**src/rtl/demux4_pkg.sv**
```systemverilog
// ============================================================================
// Module   : demux4_pkg
// Brief    : Shared constants and types for the four-way stream demultiplexer.
// Revision : 1.0 - initial release
// ============================================================================
`default_nettype none

package demux4_pkg;

    localparam int NUM_CH     = 4;
    localparam int DATA_W_DEF = 16;
    localparam int DEPTH_DEF  = 2;

    typedef logic [1:0]                  chan_t;
    typedef logic [$clog2(DEPTH_DEF):0]  fifo_cnt_t;

endpackage

`default_nettype wire

```
**src/rtl/demux4_chan_fifo.sv**
```systemverilog
// ============================================================================
// Module   : demux4_chan_fifo
// Brief    : Single-channel synchronous FIFO with valid/ready read side.
//            Optional delivered-word counter under DEMUX4_CNT_EN.
// Revision : 1.0 - initial release
// ============================================================================
`default_nettype none

module demux4_chan_fifo
    import demux4_pkg::*;
#(
    parameter int DATA_W = DATA_W_DEF,
    parameter int DEPTH  = DEPTH_DEF
) (
    input  logic              i_clk,
    input  logic              i_rst_n,
    input  logic              i_push,
    input  logic [DATA_W-1:0] i_push_data,
    output logic              o_full,
    output logic              o_valid,
    input  logic              i_ready,
    output logic [DATA_W-1:0] o_data
`ifdef DEMUX4_CNT_EN
    ,
    output logic [15:0]       o_cnt
`endif
);

    localparam int PTR_W = $clog2(DEPTH);
    localparam logic [PTR_W:0] C_FULL_CNT = (PTR_W+1)'(DEPTH);

    logic [DATA_W-1:0] r_mem [DEPTH];
    logic [PTR_W-1:0]  r_wr_ptr;
    logic [PTR_W-1:0]  r_rd_ptr;
    logic [PTR_W:0]    r_count;

    logic w_push;
    logic w_pop;

    assign o_full  = (r_count == C_FULL_CNT);
    assign o_valid = (r_count != '0);
    assign o_data  = r_mem[r_rd_ptr];

    // Pop only when a word is present, so ready on an empty channel is inert.
    assign w_push = i_push && !o_full;
    assign w_pop  = o_valid && i_ready;

    always_ff @(posedge i_clk or negedge i_rst_n) begin
        if (!i_rst_n) begin
            for (int i = 0; i < DEPTH; i++) begin
                r_mem[i] <= '0;
            end
            r_wr_ptr <= '0;
            r_rd_ptr <= '0;
            r_count  <= '0;
        end else begin
            if (w_push) begin
                r_mem[r_wr_ptr] <= i_push_data;
                r_wr_ptr        <= r_wr_ptr + 1'b1;
            end
            if (w_pop) begin
                r_rd_ptr <= r_rd_ptr + 1'b1;
            end
            case ({w_push, w_pop})
                2'b10:   r_count <= r_count + 1'b1;
                2'b01:   r_count <= r_count - 1'b1;
                default: r_count <= r_count;
            endcase
        end
    end

`ifdef DEMUX4_CNT_EN
    logic [15:0] r_cnt;

    always_ff @(posedge i_clk or negedge i_rst_n) begin
        if (!i_rst_n) begin
            r_cnt <= '0;
        end else if (w_pop) begin
            r_cnt <= r_cnt + 16'd1;
        end
    end

    assign o_cnt = r_cnt;
`endif

endmodule

`default_nettype wire

```
**src/rtl/demux4_stream.sv**
```systemverilog
// ============================================================================
// Module   : demux4_stream
// Brief    : Four-way registered demultiplexer steering a tagged input stream
//            into per-channel FIFOs. Optional counters: DEMUX4_CNT_EN.
// Revision : 1.0 - initial release
// ============================================================================
`default_nettype none

module demux4_stream
    import demux4_pkg::*;
#(
    parameter int DATA_W = DATA_W_DEF,
    parameter int DEPTH  = DEPTH_DEF
) (
    input  logic              i_clk,
    input  logic              i_rst_n,
    input  logic [DATA_W-1:0] i_data,
    input  chan_t             i_ctrl,
    input  logic              i_valid,
    output logic              o_ready,
    output logic [DATA_W-1:0] o_data_0,
    output logic [DATA_W-1:0] o_data_1,
    output logic [DATA_W-1:0] o_data_2,
    output logic [DATA_W-1:0] o_data_3,
    output logic              o_valid_0,
    output logic              o_valid_1,
    output logic              o_valid_2,
    output logic              o_valid_3,
    input  logic              i_ready_0,
    input  logic              i_ready_1,
    input  logic              i_ready_2,
    input  logic              i_ready_3
`ifdef DEMUX4_CNT_EN
    ,
    output logic [15:0]       o_cnt_0,
    output logic [15:0]       o_cnt_1,
    output logic [15:0]       o_cnt_2,
    output logic [15:0]       o_cnt_3
`endif
);

    logic [NUM_CH-1:0] w_full;
    logic [NUM_CH-1:0] w_push;
    logic [NUM_CH-1:0] w_valid;
    logic [NUM_CH-1:0] w_ready;
    logic [DATA_W-1:0] w_data [NUM_CH];
`ifdef DEMUX4_CNT_EN
    logic [15:0]       w_cnt  [NUM_CH];
`endif

    // o_ready depends only on i_ctrl and registered fill state.
    assign o_ready = !w_full[i_ctrl];
    assign w_ready = {i_ready_3, i_ready_2, i_ready_1, i_ready_0};

    for (genvar k = 0; k < NUM_CH; k++) begin : g_ch
        assign w_push[k] = i_valid && o_ready && (i_ctrl == chan_t'(k));

        demux4_chan_fifo #(
            .DATA_W (DATA_W),
            .DEPTH  (DEPTH)
        ) u_fifo (
            .i_clk       (i_clk),
            .i_rst_n     (i_rst_n),
            .i_push      (w_push[k]),
            .i_push_data (i_data),
            .o_full      (w_full[k]),
            .o_valid     (w_valid[k]),
            .i_ready     (w_ready[k]),
            .o_data      (w_data[k])
`ifdef DEMUX4_CNT_EN
            ,
            .o_cnt       (w_cnt[k])
`endif
        );
    end

    assign o_valid_0 = w_valid[0];
    assign o_valid_1 = w_valid[1];
    assign o_valid_2 = w_valid[2];
    assign o_valid_3 = w_valid[3];
    assign o_data_0  = w_data[0];
    assign o_data_1  = w_data[1];
    assign o_data_2  = w_data[2];
    assign o_data_3  = w_data[3];
`ifdef DEMUX4_CNT_EN
    assign o_cnt_0   = w_cnt[0];
    assign o_cnt_1   = w_cnt[1];
    assign o_cnt_2   = w_cnt[2];
    assign o_cnt_3   = w_cnt[3];
`endif

endmodule

`default_nettype wire

```
**config.mk**
```make
export PLATFORM = sky130hd
export DESIGN_NAME = demux4_stream
export DESIGN_NICKNAME = d
export VERILOG_FILES = /design/src/rtl/demux4_pkg.sv /design/src/rtl/demux4_chan_fifo.sv /design/src/rtl/demux4_stream.sv
export SDC_FILE = /design/constraint.sdc
export NUM_CORES = 1
export LEC_CHECK = 0
export BUFFER_PORTS_ARGS = -buffer_cell sky130_fd_sc_hd__buf_4
export CORE_MARGIN = 2
export CORE_UTILIZATION = 40
export CTS_CLUSTER_SIZE = 14
export DETAILED_ROUTE_END_ITERATION = 10
export GPL_TIMING_DRIVEN = 0
export HOLD_SLACK_MARGIN = 0.05
export PLACE_DENSITY_LB_ADDON = 0.12
export SYNTH_ARGS = -nofsm -noshare
export SYNTH_HDL_FRONTEND = slang
export SYNTH_HIERARCHICAL = 1
export SYNTH_SLANG_ARGS = --single-unit
```
**constraint.sdc**
```tcl
create_clock -name i_clk -period 4.8 [get_ports i_clk]
set_input_delay 0 -clock i_clk [delete_from_list [all_inputs] [get_ports i_clk]]
set_output_delay 0 -clock i_clk [all_outputs]
set_load 0.02 [all_outputs]
```
==> results.ini <==
[sta]
period_share_pct = 54.3
slew_headroom_pct = 56.1
rsz0062_at_grt = false
min_period_ns = 2.61
worstMarginPinSlew_ns = 0.659
setup_ws_ns = 2.19
finalMaxSlewViolations = 0
hold_viol_final = 0
clock_skew_ns = 0.00440
finalSetupViolCount = 0
fin_tns_setup_ns = 0
clock.fmax_mhz = 383
holdWs_ns = 0.181

[clock_network]
htreeDepth = 4
cts_buffers = 17
worstSkewPairLatency_ns = 0.41
cts_setup_buffers = 0
clk_pin_slew_ns = 0.06
cts_buffer_depth = 2
clock_sinks = 144
cts_root_buf = clkbuf_16
post_cts_resized = 0
cts_tree = done

[detailed_routing]
via_count = 3780
wl_mm = 13.2
final_antenna_net_count = 0
first_pass_iters = 3
wl_per_cell_um = 16.8
drc = 0
drt_iter0_drc = 104
viasPerCell = 4.81

[final_layout]
multi_input_area_um2 = 2690
fillerInstances = 1413
final-seq-area_um2 = 3600
synthToLayoutAreaGrowth_pct = 28.2
drive_above_1_share_pct = 62.1
final_nets = 586
insertedDiodeCount = 0

[pwr]
seqPwrFrac_pct = 34.2
p_sw_share_pct = 34.0
clockPowerShare_pct = 20.0
power.switching_mw = 2.12
p_int_mw = 4.12
leakage_nw = 3.73
powerDensity_nw_per_um2 = 752
combPwrFrac_pct = 45.8
ir_worst_vdd_mv = 0.365

[logic_synthesis]
ys_seq_elements = 144
syn-num-nets = 448
synthTopCellsByArea = dfrtp_1 56%, mux2_2 33%, xnor2_1 1.6%
syn_avg_cell_area_um2 = 15.4
yosys_warnings = 6
yosys.area.top_type_share_pct = 55.7
synthCells = 419
synth_cell_type_count = 23
synth_seq_area_share_pct = 55.7
synth_area_um2 = 6470
synth_top_cell_by_area = dfrtp_1

[global_routing]
antenna_found_initial = 0
grt_pass1_vias = 4149
grt_pass1_wl_mm = 21.8
grt_overflow = 0
grt_max_degree = 77
grt_usage_pct = 16.4

[worst_setup_path]
critPathCaptureType = register
crit_required_ns = 5.13
crit_path_start_kind = register
crit_fanout = 4
reg2reg_depth = 8
path_class = reg -> reg
arrival_ns = 2.94

[floorplan]
die-area_um2 = 17200
num_io_pins = 94
rows = 46
start_util_pct = 40.9
dieWidth_um = 131
fp.dieH_um = 131
coreArea_um2 = 15800

[outcome]
status = complete, no violations

[placement]
place_worst_setup_slack_ns = 2.36
place.gp.congestion = 0.758
post-dp-hpwl_mm = 9.37
port_buffers = 93

[job]
max-cap-violations = 0

[min_path]
hold_path.class = in -> async

## cell families (layout without fill, tap and decap cells)
family        count (synthesis)  in the layout  share of synthesized area [%]
simple gates                 33             33                           4.29
fa+ha+maj                     4              4                          0.774
buf+inv                      25            176                           2.77
flops                       144            144                           55.7
mux                         193            193                           33.8
xor+xnor                     20             20                           2.71
## critical path: stages, from the launching register on
cell           delay, ns
dfrtp_1             0.42
nand2b_4            0.17
inv_2               0.06
nor4b_1             0.54
dlygate4sd3_1       0.64
nand2_1             0.09
ha_1                0.31
nor2_1              0.13
xor2_1              0.17
## power by group through the flow
stage | Sequential (mW) | Combinational (mW) | Clock, mW
3_3_place_gp | 2.11 | 2.83 | 0
2_1_floorplan | 2.06 | 1.94 | 0
6_report | 2.13 | 2.86 | 1.25
3_5_place_dp | 2.16 | 2.88 | 0
5_1_grt | 2.22 | 3.06 | 1.34
4_1_cts | 2.14 | 2.91 | 1.29
## cell type report
cell class	instances	area share [%]
Sequential cell	144	43.4
Buffer	20	1.93
Tap cell	216	3.26
Clock buffer	28	6.71
Multi-Input combinational cell	250	32.4
Timing Repair Buffer	119	11.8
Clock inverter	4	0.241
Inverter	5	0.226
## sequential cells by signal, summed over array words and instances, names as in the netlist
name,count
g_ch.u_fifo/r_rd_ptr,4
g_ch.u_fifo/r_mem,128
g_ch.u_fifo/r_wr_ptr,4
g_ch.u_fifo/r_count,8
## path summary, 6_finish.rpt
kind | slack (ns) | to | start
worst min-delay path | 0.18 | g_ch[0].u_fifo/r_mem[23] | i_rst_n
worst min register to register | 0.50 | g_ch[0].u_fifo/r_mem[23] | g_ch[0].u_fifo/r_mem[23]
worst max register to register | 2.19 | g_ch[0].u_fifo/r_count[1] | g_ch[0].u_fifo/r_count[0]
min in group i_clk | 0.44 | g_ch[2].u_fifo/r_mem[14] | i_data[14]
worst max-delay path | 2.19 | g_ch[0].u_fifo/r_count[1] | g_ch[0].u_fifo/r_count[0]
max in group asynchronous | 3.80 | g_ch[2].u_fifo/r_mem[16] | i_rst_n
## through the flow
stage / std cells / utilization [%] / power, mW / area (um^2)
2_1_floorplan: 419 / - / 3.99 / 6470
3_3_place_gp: 728 / 47.0 / 4.94 / 7440
3_5_place_dp: 729 / 47.2 / 5.04 / 7470
4_1_cts: 786 / 52.4 / 6.33 / 8300
5_1_grt: 786 / 52.4 / 6.62 / 8300
6_report: 786 / 52.4 / 6.24 / 8300
## cell usage after synthesis
library cell / count
xnor2_1: 12
inv_1: 1
nor3b_1: 1
mux2_2: 192
clkbuf_1: 4
nor4b_1: 1
nand2b_4: 4
nor3b_4: 4
or2_2: 4
xor2_1: 8
ha_1: 4
buf_8: 4
dfrtp_1: 144
and3_2: 4
buf_2: 8
buf_6: 4
inv_2: 4
mux4_2: 1
and4bb_2: 1
and2_1: 4
nand2_1: 5
nor3_1: 1
nor2_1: 4
## placed cells by master (no fill, tap or decap), types with 4 or more instances in the layout
master           n
buf_8            4
buf_2            8
xnor2_1         12
nand2b_4         4
nand2_1          5
nor3b_4          4
dlygate4sd3_1   25
xor2_1           8
clkbuf_8         9
buf_6            5
nor2_1           4
and2_1           4
clkinv_2         4
or2_2            4
ha_1             4
clkbuf_16       17
dfrtp_1        144
mux2_2         192
and3_2           4
inv_2            4
buf_4           92
clkbuf_1         6
## routing by layer
layer	GRT usage (%)	vias to the layer above	share of wire (%)
met2	27.0	74	50
met5	0	-	0
li1	-	1765	-
met3	3.90	16	3.6
met4	6.70	0	1.7
met1	20.8	1925	45
## what timing repair did
| item | in CTS | in global routing |
|---|---|---|
| hold buffers | 25 | 0 |
| endpoints found under the hold margin | 202 | 0 |
| setup endpoints to repair | 0 | 0 |
Power figures use the tool's default switching activity.
